--- src/rtl/hazard_pkg.sv ---
// Shared types and constants for the decode-stage hazard logic.
// md_state_t encodes the mult/div occupancy FSM; REG_ZERO is the hard-wired
// zero register that never produces a hazard.
package hazard_pkg;

  typedef enum logic [1:0] {
    IDLE = 2'd0,
    BUSY = 2'd1,
    DONE = 2'd2
  } md_state_t;

  localparam logic [4:0] REG_ZERO = 5'd0;

  localparam int unsigned MULT_LAT_DEF = 4;
  localparam int unsigned DIV_LAT_DEF  = 32;

  // True when a producer writing writeReg feeds a consumer reading srcReg.
  function automatic logic regHit(input logic [4:0] writeReg, input logic [4:0] srcReg);
    return (writeReg != REG_ZERO) && (writeReg == srcReg);
  endfunction

endpackage

--- src/rtl/md_busy_tracker.sv ---
// Mult/div unit occupancy tracker.
// IDLE -> BUSY on start, counts down LAT-1..0 in BUSY, spends exactly one
// cycle in DONE (HI/LO written), then IDLE or straight back to BUSY on a new
// start. A start while BUSY is dropped and latches a sticky error flag.
module md_busy_tracker
  import hazard_pkg::*;
#(
  parameter int unsigned MULT_LAT = MULT_LAT_DEF,
  parameter int unsigned DIV_LAT  = DIV_LAT_DEF,
  parameter int unsigned CNT_W    = 6
) (
  input  logic clk,
  input  logic rst,
  input  logic start_i,
  input  logic isDiv_i,
  output logic busy_o,
  output logic done_o,
  output logic err_o
);

  localparam logic [CNT_W-1:0] MultLoad = CNT_W'(MULT_LAT - 1);
  localparam logic [CNT_W-1:0] DivLoad  = CNT_W'(DIV_LAT - 1);

  md_state_t        stateQ, stateD;
  logic [CNT_W-1:0] cntQ, cntD;
  logic             errQ, errD;
  logic [CNT_W-1:0] loadVal;

  assign loadVal = isDiv_i ? DivLoad : MultLoad;

  // Next-state, counter and error-flag computation.
  always_comb begin
    stateD = stateQ;
    cntD   = cntQ;
    errD   = errQ;
    unique case (stateQ)
      IDLE: begin
        if (start_i) begin
          stateD = BUSY;
          cntD   = loadVal;
        end
      end
      BUSY: begin
        // A start here would clobber an in-flight op; drop it and flag.
        if (start_i) begin
          errD = 1'b1;
        end
        if (cntQ != '0) begin
          cntD = cntQ - 1'b1;
        end else begin
          stateD = DONE;
        end
      end
      DONE: begin
        if (start_i) begin
          stateD = BUSY;
          cntD   = loadVal;
        end else begin
          stateD = IDLE;
        end
      end
      default: begin
        stateD = IDLE;
        cntD   = '0;
      end
    endcase
  end

  // State registers with synchronous reset.
  always_ff @(posedge clk) begin
    if (rst) begin
      stateQ <= IDLE;
      cntQ   <= '0;
      errQ   <= 1'b0;
    end else begin
      stateQ <= stateD;
      cntQ   <= cntD;
      errQ   <= errD;
    end
  end

  // Status outputs decoded from registered state only.
  always_comb begin
    busy_o = (stateQ == BUSY);
    done_o = (stateQ == DONE);
    err_o  = errQ;
  end

endmodule

--- src/rtl/stall_ctrl_unit.sv ---
// Decode-stage hazard detector, companion to the forwarding unit.
// Raises StallF/StallD/FlushE for load-use, branch/jr compare-in-D and
// HI/LO-read-while-busy hazards. Mult/div occupancy lives in md_busy_tracker.
// Optional build macro STALL_PERF_CNT_EN adds wrapping stall perf counters.
module stall_ctrl_unit
  import hazard_pkg::*;
#(
  parameter int unsigned MULT_LAT = MULT_LAT_DEF,
  parameter int unsigned DIV_LAT  = DIV_LAT_DEF,
  parameter int unsigned CNT_W    = 6
`ifdef STALL_PERF_CNT_EN
  ,
  parameter int unsigned PERF_W   = 32
`endif
) (
  input  logic       clk,
  input  logic       rst,
  input  logic [4:0] RsD,
  input  logic [4:0] RtD,
  input  logic [4:0] WriteRegE,
  input  logic [4:0] WriteRegM,
  input  logic       RegWriteE,
  input  logic       MemtoRegE,
  input  logic       MemtoRegM,
  input  logic       BranchD,
  input  logic       JumpRegD,
  input  logic       MdUseD,
  input  logic       MdStartE,
  input  logic       MdIsDivE,
  output logic       StallF,
  output logic       StallD,
  output logic       FlushE,
  output logic       MdBusy,
  output logic       MdDone,
  output logic       MdErr
`ifdef STALL_PERF_CNT_EN
  ,
  output logic [PERF_W-1:0] PerfStallCyc,
  output logic [PERF_W-1:0] PerfLwStall,
  output logic [PERF_W-1:0] PerfMdStall
`endif
);

  logic lwStall;
  logic brStall;
  logic mdStall;
  logic anyStall;
  logic rsHitE, rtHitE, rsHitM, rtHitM;

  md_busy_tracker #(
    .MULT_LAT(MULT_LAT),
    .DIV_LAT (DIV_LAT),
    .CNT_W   (CNT_W)
  ) uMdTracker (
    .clk    (clk),
    .rst    (rst),
    .start_i(MdStartE),
    .isDiv_i(MdIsDivE),
    .busy_o (MdBusy),
    .done_o (MdDone),
    .err_o  (MdErr)
  );

  // Hazard decode; purely combinational so the stall acts in the same cycle.
  always_comb begin
    rsHitE = regHit(WriteRegE, RsD);
    rtHitE = regHit(WriteRegE, RtD);
    rsHitM = regHit(WriteRegM, RsD);
    rtHitM = regHit(WriteRegM, RtD);

    lwStall = MemtoRegE & RegWriteE & (rsHitE | rtHitE);

    // Compare happens in D, so an ALU result in E or a load result in M
    // cannot be forwarded in time.
    brStall = (BranchD  & ((RegWriteE & (rsHitE | rtHitE)) | (MemtoRegM & (rsHitM | rtHitM))))
            | (JumpRegD & ((RegWriteE & rsHitE) | (MemtoRegM & rsHitM)));

    // A start issuing this cycle will occupy HI/LO too.
    mdStall = MdUseD & (MdBusy | MdStartE);

    anyStall = ~rst & (lwStall | brStall | mdStall);
    StallF   = anyStall;
    StallD   = anyStall;
    FlushE   = anyStall;
  end

`ifdef STALL_PERF_CNT_EN
  logic [PERF_W-1:0] perfStallCycQ, perfLwStallQ, perfMdStallQ;

  // Per-term stall cycle counters; wrap on overflow.
  always_ff @(posedge clk) begin
    if (rst) begin
      perfStallCycQ <= '0;
      perfLwStallQ  <= '0;
      perfMdStallQ  <= '0;
    end else begin
      if (lwStall | brStall | mdStall) perfStallCycQ <= perfStallCycQ + 1'b1;
      if (lwStall)                     perfLwStallQ  <= perfLwStallQ + 1'b1;
      if (mdStall)                     perfMdStallQ  <= perfMdStallQ + 1'b1;
    end
  end

  assign PerfStallCyc = perfStallCycQ;
  assign PerfLwStall  = perfLwStallQ;
  assign PerfMdStall  = perfMdStallQ;
`endif

endmodule
--- config.mk ---
export PLATFORM = sky130hd
export DESIGN_NAME = stall_ctrl_unit
export DESIGN_NICKNAME = d
export VERILOG_FILES = /design/src/rtl/hazard_pkg.sv /design/src/rtl/md_busy_tracker.sv /design/src/rtl/stall_ctrl_unit.sv
export SDC_FILE = /design/constraint.sdc
export NUM_CORES = 1
export LEC_CHECK = 0
export ABC_CLOCK_PERIOD_IN_PS = 3400
export CORE_UTILIZATION = 43
export DETAILED_ROUTE_END_ITERATION = 10
export PLACE_DENSITY = 0.85
export SYNTH_ARGS = -nofsm -noshare
export SYNTH_HDL_FRONTEND = slang
export SYNTH_HIERARCHICAL = 1
export SYNTH_SLANG_ARGS = --single-unit
--- constraint.sdc ---
create_clock -name clk -period 3.4 [get_ports clk]
set_clock_uncertainty 0.2 [all_clocks]
set_input_delay 0.51 -clock clk [delete_from_list [all_inputs] [get_ports clk]]
set_output_delay 0.51 -clock clk [all_outputs]
set_load 0.05 [all_outputs]
# == Word-level counts from Yosys, hierarchy flattened ==
# Index checks and enable logic that the tools add are counted.
# W data, S select, Z words.
# op_classes
bitwise,19
eq_ne,10
n_reduce_logical,12
mux,8
n_addsub,1
# ops
operator,n
$eq A5 B5 Y1,4
$mux W6,2
$pmux W6 S2,1
$and A1 B1 Y1,10
$reduce_bool A5 Y1,2
$or A1 B1 Y1,8
$pmux W2 S3,1
$reduce_and A2 Y1,3
$reduce_bool A6 Y1,1
$sub A6 B1 Y6 const B,1
$mux W5,1
$logic_and A1 B1 Y1,4
$mux W2,2
$ne A2 B1 Y1 const B,2
$ne A2 B2 Y1 const B,2
$eq A2 B1 Y1 const B,1
$eq A2 B2 Y1 const B,1
$logic_not A2 Y1,1
$reduce_or A2 Y1,1
$mux W1,1
$not A1 Y1,1
# totals
output_inout_bits,6
register_bits,9
inputBits,30
elab_cells,53

# == Depth between registers and ports, before layout ==
# Gate-level depths: netlist of the first run.
# logic_depth
depth_word,10
mapped_depth,7
mapped_depth_nobuf,6

# == By module ==
# The synthesis of the first run kept the hierarchy.
# modules_own_cells
module,area_per_inst_um2,instances,cells_per_inst,seq_area_each_um2
md_busy_tracker,518.0,1,64,180.2
stall_ctrl_unit,307.8,1,41,0.0

# == Worst setup path before layout of the first run ==
# OpenSTA, ideal clock, no wires.
# synth_timing
path_type,register to output
from,register uMdTracker.stateQ[0]
to,output port StallD
required_ps,2690
path_buffers,3
arrival_time_ps,2025
slack_ps,665
stages_incl_launch_ff,8
cell_sequence,dfxtp_1 -> clkbuf_1 -> nor2b_1 -> buf_2 -> nor2_1 -> nor3b_1 -> a221o_1 -> buf_4
# synth_between
elab_chain_cells,5
# synth_lines
element,line,rtl
start: declaration,md_busy_tracker.sv:24,"md_state_t stateQ, stateD;"
start signal: assignment,md_busy_tracker.sv:76,stateQ <= stateD;
$eq A2 B1 Y1,md_busy_tracker.sv:84,busy_o = (stateQ == BUSY);
net MdBusy,stall_ctrl_unit.sv:33,"output logic MdBusy,"
$or A1 B1 Y1,stall_ctrl_unit.sv:79,mdStall = MdUseD & (MdBusy | MdStartE);
$and A1 B1 Y1,stall_ctrl_unit.sv:79,
$or A1 B1 Y1,stall_ctrl_unit.sv:81,anyStall = ~rst & (lwStall | brStall | mdStall);
$and A1 B1 Y1,stall_ctrl_unit.sv:81,
end: declaration,stall_ctrl_unit.sv:31,"output logic StallD,"
# The timed path passes the listed nets, and every way through them passes these cells.

# == Worst setup path after layout of the first run ==
# layout_timing
from,input port WriteRegE[3]
to,output port StallD
# layout_between
elab_chain_cells,10
word_cells_on_any_way,17
classes_between,eq/ne (2); bitwise (12); reduce/logical (3)
# layout_lines
element,line,rtl
start: declaration,stall_ctrl_unit.sv:20,"input logic [4:0] WriteRegE,"
$eq A5 B5 Y1 or $reduce_bool A5 Y1 (tied branches),hazard_pkg.sv:19,return (writeReg != REG_ZERO) && (writeReg == srcReg);
$logic_and A1 B1 Y1,hazard_pkg.sv:19,
$or A1 B1 Y1,"stall_ctrl_unit.sv:71, stall_ctrl_unit.sv:75",
$and A1 B1 Y1,stall_ctrl_unit.sv:75,brStall = (BranchD & ((RegWriteE & (rsHitE | rtHitE)) | (MemtoRegM & (rsHitM | rtHitM))))
$or A1 B1 Y1,stall_ctrl_unit.sv:75,
$and A1 B1 Y1,stall_ctrl_unit.sv:75,
$or A1 B1 Y1,stall_ctrl_unit.sv:76,| (JumpRegD & ((RegWriteE & rsHitE) | (MemtoRegM & rsHitM)));
$or A1 B1 Y1 (*) (2 in a row),stall_ctrl_unit.sv:81,
$and A1 B1 Y1 (*),stall_ctrl_unit.sv:81,
# Mark *: on every way between the ends. The rest lies on a longest branch, timed or not.

==> results of run 1 <==
-- layout by cell type (no fill, tap or decap), types with 3 or more instances in the layout --
| cell | Yosys | final |
|---|---|---|
| clkdlybuf4s50_1 | 0 | 32 |
| xnor2_1 | 21 | 21 |
| nor2_1 | 9 | 9 |
| dfxtp_1 | 9 | 9 |
| a21oi_1 | 8 | 8 |
| nand2_1 | 7 | 7 |
| inv_1 | 5 | 5 |
| nand4_1 | 4 | 4 |
| nor3b_1 | 4 | 4 |
| buf_4 | 2 | 4 |
| o21ai_0 | 3 | 3 |
| clkbuf_4 | 0 | 3 |
| nor3_1 | 3 | 3 |
-- worst max-delay path, delay by kind of cell --
family	cells	cell delay, ns
AOI/OAI and AO/OA	1	0.40
buffers and inverters	2	0.66
and+or+nand+nor	3	0.72
-- metrics by stage --
stage | cells | power (mW) | setup WS [ns] | utilization, %
2_1_floorplan | 105 | 0.262 | 0.665 | -
3_3_place_gp | 161 | 0.327 | 0.429 | 66.9
3_5_place_dp | 161 | 0.336 | 0.392 | 66.9
4_1_cts | 165 | 0.425 | 0.389 | 68.4
5_1_grt | 165 | 0.452 | 0.329 | 68.4
6_report | 165 | 0.426 | 0.389 | 68.4
-- worst paths after layout --
| path | endpoint | slack, ns | depth (start not counted) | startpoint |
|---|---|---|---|---|
| setup / recovery | StallD | 0.39 | 6 | WriteRegE[3] |
| hold / removal | uMdTracker/err_o$_SDFFE_PP0P_ | 0.29 | 2 | uMdTracker/err_o$_SDFFE_PP0P_ |
| setup reg to reg | uMdTracker/cntQ[5]$_SDFFE_PP0P_ | 1.51 | 6 | uMdTracker/cntQ[0]$_SDFFE_PP0P_ |
| hold reg to reg | uMdTracker/err_o$_SDFFE_PP0P_ | 0.29 | 2 | uMdTracker/err_o$_SDFFE_PP0P_ |
-- layout make-up --
| type | count | share of cell area [%] |
|---|---|---|
| Multi-Input combinational cell | 86 | 49.6 |
| Timing Repair Buffer | 36 | 29.0 |
| Sequential cell | 9 | 14.9 |
| Tap cell | 25 | 2.59 |
| Clock buffer | 3 | 1.87 |
| Inverter | 5 | 1.55 |
| Clock inverter | 1 | 0.415 |
-- registers in the layout, summed over array words and instances (netlist names) --
| register | flops |
|---|---|
| uMdTracker/cntQ | 6 |
| uMdTracker/err_o | 1 |
| uMdTracker/stateQ | 2 |
-- kinds of logic (layout without fill, tap and decap cells) --
group / after synthesis / count (layout) / share of synthesized area, %
AOI/OAI and AO/OA: 23 / 23 / 18.5
adders and majority gates: 2 / 2 / 3.03
buffers and inverters: 10 / 45 / 5.60
xor gates and xnor gates: 22 / 22 / 23.3
DFF: 9 / 9 / 21.8
and+or+nand+nor: 39 / 39 / 27.7
-- metal layers --
layer  global-route usage, %  vias up
met4                    5.29        0
met2                    46.0       47
met1                    29.7      425
met3                    7.14        2
li1                        -      445
met5                       0        -
-- report_power, final --
| part | leakage (nW) | switching (mW) | internal (mW) |
|---|---|---|---|
| clock network | 0.0177 | 0.0451 | 0.0436 |
| logic | 0.346 | 0.101 | 0.102 |
| registers | 0.0743 | 0.0171 | 0.118 |
==> run metrics, run 1 <==
max-slew violations=0; core area=about 1800 µm²; maxcap violations=0; DRT iter0 DRCs=35; average wire per standard cell=14.3 µm; Initial DRT Pass Iterations=4; Fin Hold WS=approximately 0.29 ns; Yosys Warn Count=6; crit path launch type=input pin; # DRC=0; RSZ-0062 raised after global routing=no; Die Y=roughly 46 µm; FF/Latch Area=between 150 and 200 µm²; Crit path arrival time=roughly 2.3 ns; count of input and output buffers=35; HP Class=register to register; net count after synthesis=137; num ports=36; final hold violation count=0; post-synthesis cell count=around 110; CTS Buf Count=3; Leak Pwr=~0.44 nW; top sig layer=met4; Worst Setup Path Type=input pin to primary output; antenna viol nets, final=0; FFs w/ async S/R, synth=0%; largest net degree at the start of global routing=13; met2 WL=around 1.3 mm; Die Wd=about 46 µm; clk slew on worst S/H paths=roughly 0.08 ns; fillcell total=166; wl on met1=roughly 950 µm; H-tree level count=1; final worst path period need=around 3 ns; final setup violation count=0; diodes inserted=0; initial cell density of the core=a little under half; Synth top cells by count=xnor2_1, dfxtp_1, nor2_1; Post-synth EDFFs=0; Post-synth top flop=dfxtp_1; Final period util=just under 90%; Required @ worst endpoint=about 2.7 ns; full die area=2100 µm²; nets=around 170; layout cells sized above 1=9.29%; Via density=5.57; Seq/Total Area, Yosys=a little over a fifth; initial antenna violation count=0; first-pass GRT wire length=around 3.8 mm; count leader, synth=xnor2_1; post-DP HPWL=about 1.9 mm; final non-filler cell area=~1200 µm²; top cells by area, synth=xnor2_1, dfxtp_1, a21oi_1, nor2_1, nor3b_1; setup repair bufs after CTS=0; PostCTS Resize Cnt=0; synthesized cell area=approximately 830 µm²; worst vdd ir=~290 µV; slowest library cell on the worst path=or4_1; vias after detailed routing=slightly above 900; largest stage delay on the critical path=0.57 ns; flops & latches, synth=9; Worst-Skew Late Latency=0.28 ns; Setup TNS=0 ns; met3 routed WL=154 µm; worst path cell trace=clkdlybuf4s50_1, or4_1, nor2_1, nor3b_1, a221o_1, buf_4; Synth top area share=22.3%; P&R area growth vs syn=46.2%; Netlist cell types=34; GP Congestion=between 0.8 and 0.9; Max FO, Critical Path=3; All-Layer GR Usage=about a quarter; final WL=around 2.4 mm; multi-input logic area=599 µm²; row count=15; remaining global-route overflow=0; vias in the first global route=around 850; Slew HR=about 66%; Avg Inst Size Synth=just under 8 µm²; Pwr Density=353 nW/µm²; Cell Area, Placed=between 1000 and 1500 µm²; post-synth top area cell=xnor2_1; Max Fclk=~330 MHz; CP Capture Type=primary output; clock sinks=9; CTS root buf=clkbuf_4; CTS tree=built; worst slew pin tran=approximately 0.5 ns; CTS max path bufs=2; outcome=complete, no violations; hold_buf cts=0
Note: power is estimated with default switching activity, not from simulation.
==> inputs of run 2 (changes only) <==
--- a/config.mk
+++ b/config.mk
@@ -6,8 +6,10 @@
 export NUM_CORES = 1
 export LEC_CHECK = 0
 export ABC_CLOCK_PERIOD_IN_PS = 3400
+export CORE_MARGIN = 2
 export CORE_UTILIZATION = 43
 export DETAILED_ROUTE_END_ITERATION = 10
+export GPL_ROUTABILITY_DRIVEN = 0
 export PLACE_DENSITY = 0.85
 export SYNTH_ARGS = -nofsm -noshare
 export SYNTH_HDL_FRONTEND = slang
==> run 2 against run 1 <==
  * Sequential power hardly changed
  * Non-clock buffer count stayed put
  * Highest routed layer unchanged
  * Largest power group unchanged
  * Sequential share of layout area hardly changed
  * Worst hold slack worse by 0.015 ns
==> run metrics, run 2 (synthesis gave the netlist of run 1 again) <==
most frequent cells in the layout=clkdlybuf4s50_1, xnor2_1, nor2_1, dfxtp_1, a21oi_1; non-filler cells in the finished layout=165 (unchanged); worst hold start=uMdTracker/err_o$_SDFFE_PP0P_; final worst path period need=3.02 ns (+0.0119 ns); commonest non-fill, non-tap cell in the layout=clkdlybuf4s50_1; GRT busiest layer=met2; Via density=5.33 (-4.2%); Max FO, Critical Path=3 (unchanged); maxcap violations=0 (unchanged); GR Util met1=26.9% (-2.9 points); Setup TNS=0 ns (unchanged); outcome=complete, no violations; num ports=36 (unchanged); routing usage on met3=6.04% (-1.1 points); nets=173 (unchanged); Pwr Total=420 µW (-1.5%); largest net degree at the start of global routing=13 (unchanged); PostCTS Resize Cnt=0 (unchanged); setup repair bufs after CTS=0 (unchanged); clock sinks=9 (unchanged); hold path cells=2 (unchanged); diodes inserted=0 (unchanged); CTS tree=built; Worst Setup Path Type=input pin to primary output; reg-to-reg startpoint=uMdTracker/cntQ[0]$_SDFFE_PP0P_; R2R depth=6 (unchanged); Fin Hold WS=0.280 ns (-0.0147 ns); largest stage delay on the critical path=0.58 ns (about the same); vias after detailed routing=880 (-4.2%); worst path cell trace=clkdlybuf4s50_1, or4_1, nor2_1, nor3b_1, a221o_1, buf_4; final setup violation count=0 (unchanged); HP Class=register to register; Max Fclk=331 MHz (-0.39%); full die area=2290 µm² (+8.9%); core area=1760 µm² (unchanged); All-Layer GR Usage=21.6% (-3.9 points); number of flip-flops under the largest register name=6 (unchanged); H-tree level count=1 (unchanged); register bank with the most flops=uMdTracker/cntQ; DRT iter0 DRCs=37 (+5.7%); Top delay family on crit path=simple AND/OR/NAND/NOR gates; met2 Resource Use GR=36.5% (-9.5 points); worst path bufs/invs=2 (unchanged); clk slew on worst S/H paths=0.07 ns (about the same); Required @ worst endpoint=2.69 ns (about the same); count of input and output buffers=35 (unchanged); vias in the first global route=831 (-2.0%); worst vdd ir=273 µV (-4.8%); layout cells sized above 1=8.57% (-0.71 points); Worst-Skew Late Latency=0.27 ns (about the same); Final period util=88.9% (+0.35 points); Placed Cells=161 (unchanged); Reg2Reg Capture Point=uMdTracker/cntQ[5]$_SDFFE_PP0P_; hold_buf cts=0 (unchanged); Worst Hold Endpoint=uMdTracker/err_o$_SDFFE_PP0P_; worst slew pin tran=0.503 ns (-0.000962 ns); crit path launch type=input pin; first-pass GRT wire length=3.49 mm (-7.0%); Die Y=47.8 µm (+4.4%); Leak Pwr=0.435 nW (-0.62%); remaining global-route overflow=0 (unchanged); final core occ=68.4% (-0.071 points); Slew HR=66.4% (about the same); post-DP HPWL=1.83 mm (-5.3%); final WL=2.17 mm (-8.3%); Initial DRT Pass Iterations=4 (unchanged); P&R area growth vs syn=46.1%; Die Wd=47.8 µm (+4.4%); # DRC=0 (unchanged); initial antenna violation count=0 (unchanged); max-slew violations=0 (unchanged); row count=15 (unchanged); final hold violation count=0 (unchanged); Crit path arrival time=2.31 ns (about the same); RSZ-0062 raised after global routing=no; CP Capture Type=primary output; Pwr Density=348 nW/µm² (-1.4%); initial cell density of the core=46.8% (unchanged); slowest library cell on the worst path=or4_1; CTS Buf Count=3 (unchanged); CTS max path bufs=2 (unchanged); average wire per standard cell=13.1 µm (-8.3%); flop2flop setup slack=1.59 ns (+0.08 ns); CTS root buf=clkbuf_4; antenna viol nets, final=0 (unchanged)
[run 2: cell count changes in the layout (fill, tap and decap cells not counted), sizes merged]
cell,before,now
clkinv,1,0
clkbuf,3,4
[run 2: power breakdown]
part           leakage [nW]  total [mW]  internal (mW)  switching, mW
sequential           0.0743       0.134          0.118         0.0163
clock                0.0150      0.0860         0.0454         0.0407
combinational         0.346       0.199          0.102         0.0977
[run 2: worst max path at each step]
stage                                       from      to  cells after the start
5_1_grt                             WriteRegE[3]  StallD                      6
4_1_cts                             WriteRegE[3]  StallF                      6
3_3_place_gp                        WriteRegE[3]  FlushE                      6
6_report                            WriteRegE[3]  StallF                      6
3_5_place_dp                        WriteRegE[3]  StallF                      6
2_1_floorplan  uMdTracker/stateQ[0]$_SDFFE_PP0P_  StallD                      7
[run 2: cell type report]
type / count / area, µm²
multi-input cells: 86 / 599
fillers: 153 / 558
repair buffers: 36 / 350
flip-flops and latches: 9 / 180
well taps: 25 / 31.3
clock buffers: 4 / 26.3
inverters: 5 / 18.8
[run 2: worst min-delay path: stages (launching register included)]
cell and delay [ns]:
dfxtp_1 0.33, a21oi_1 0.04, nor2_1 0.07
[run 2: metal layers]
| metal | share of wire, % | vias up |
|---|---|---|
| met5 | 0 | - |
| met2 | 50 | 44 |
| met3 | 6.7 | 2 |
| li1 | - | 443 |
| met4 | 0.55 | 0 |
| met1 | 42 | 391 |
[run 2: stage by stage]
step | setup slack, ns | area [µm²]
2_1_floorplan | 0.665 | 826
3_3_place_gp | 0.431 | 1180
3_5_place_dp | 0.382 | 1180
4_1_cts | 0.381 | 1210
5_1_grt | 0.345 | 1210
6_report | 0.377 | 1210
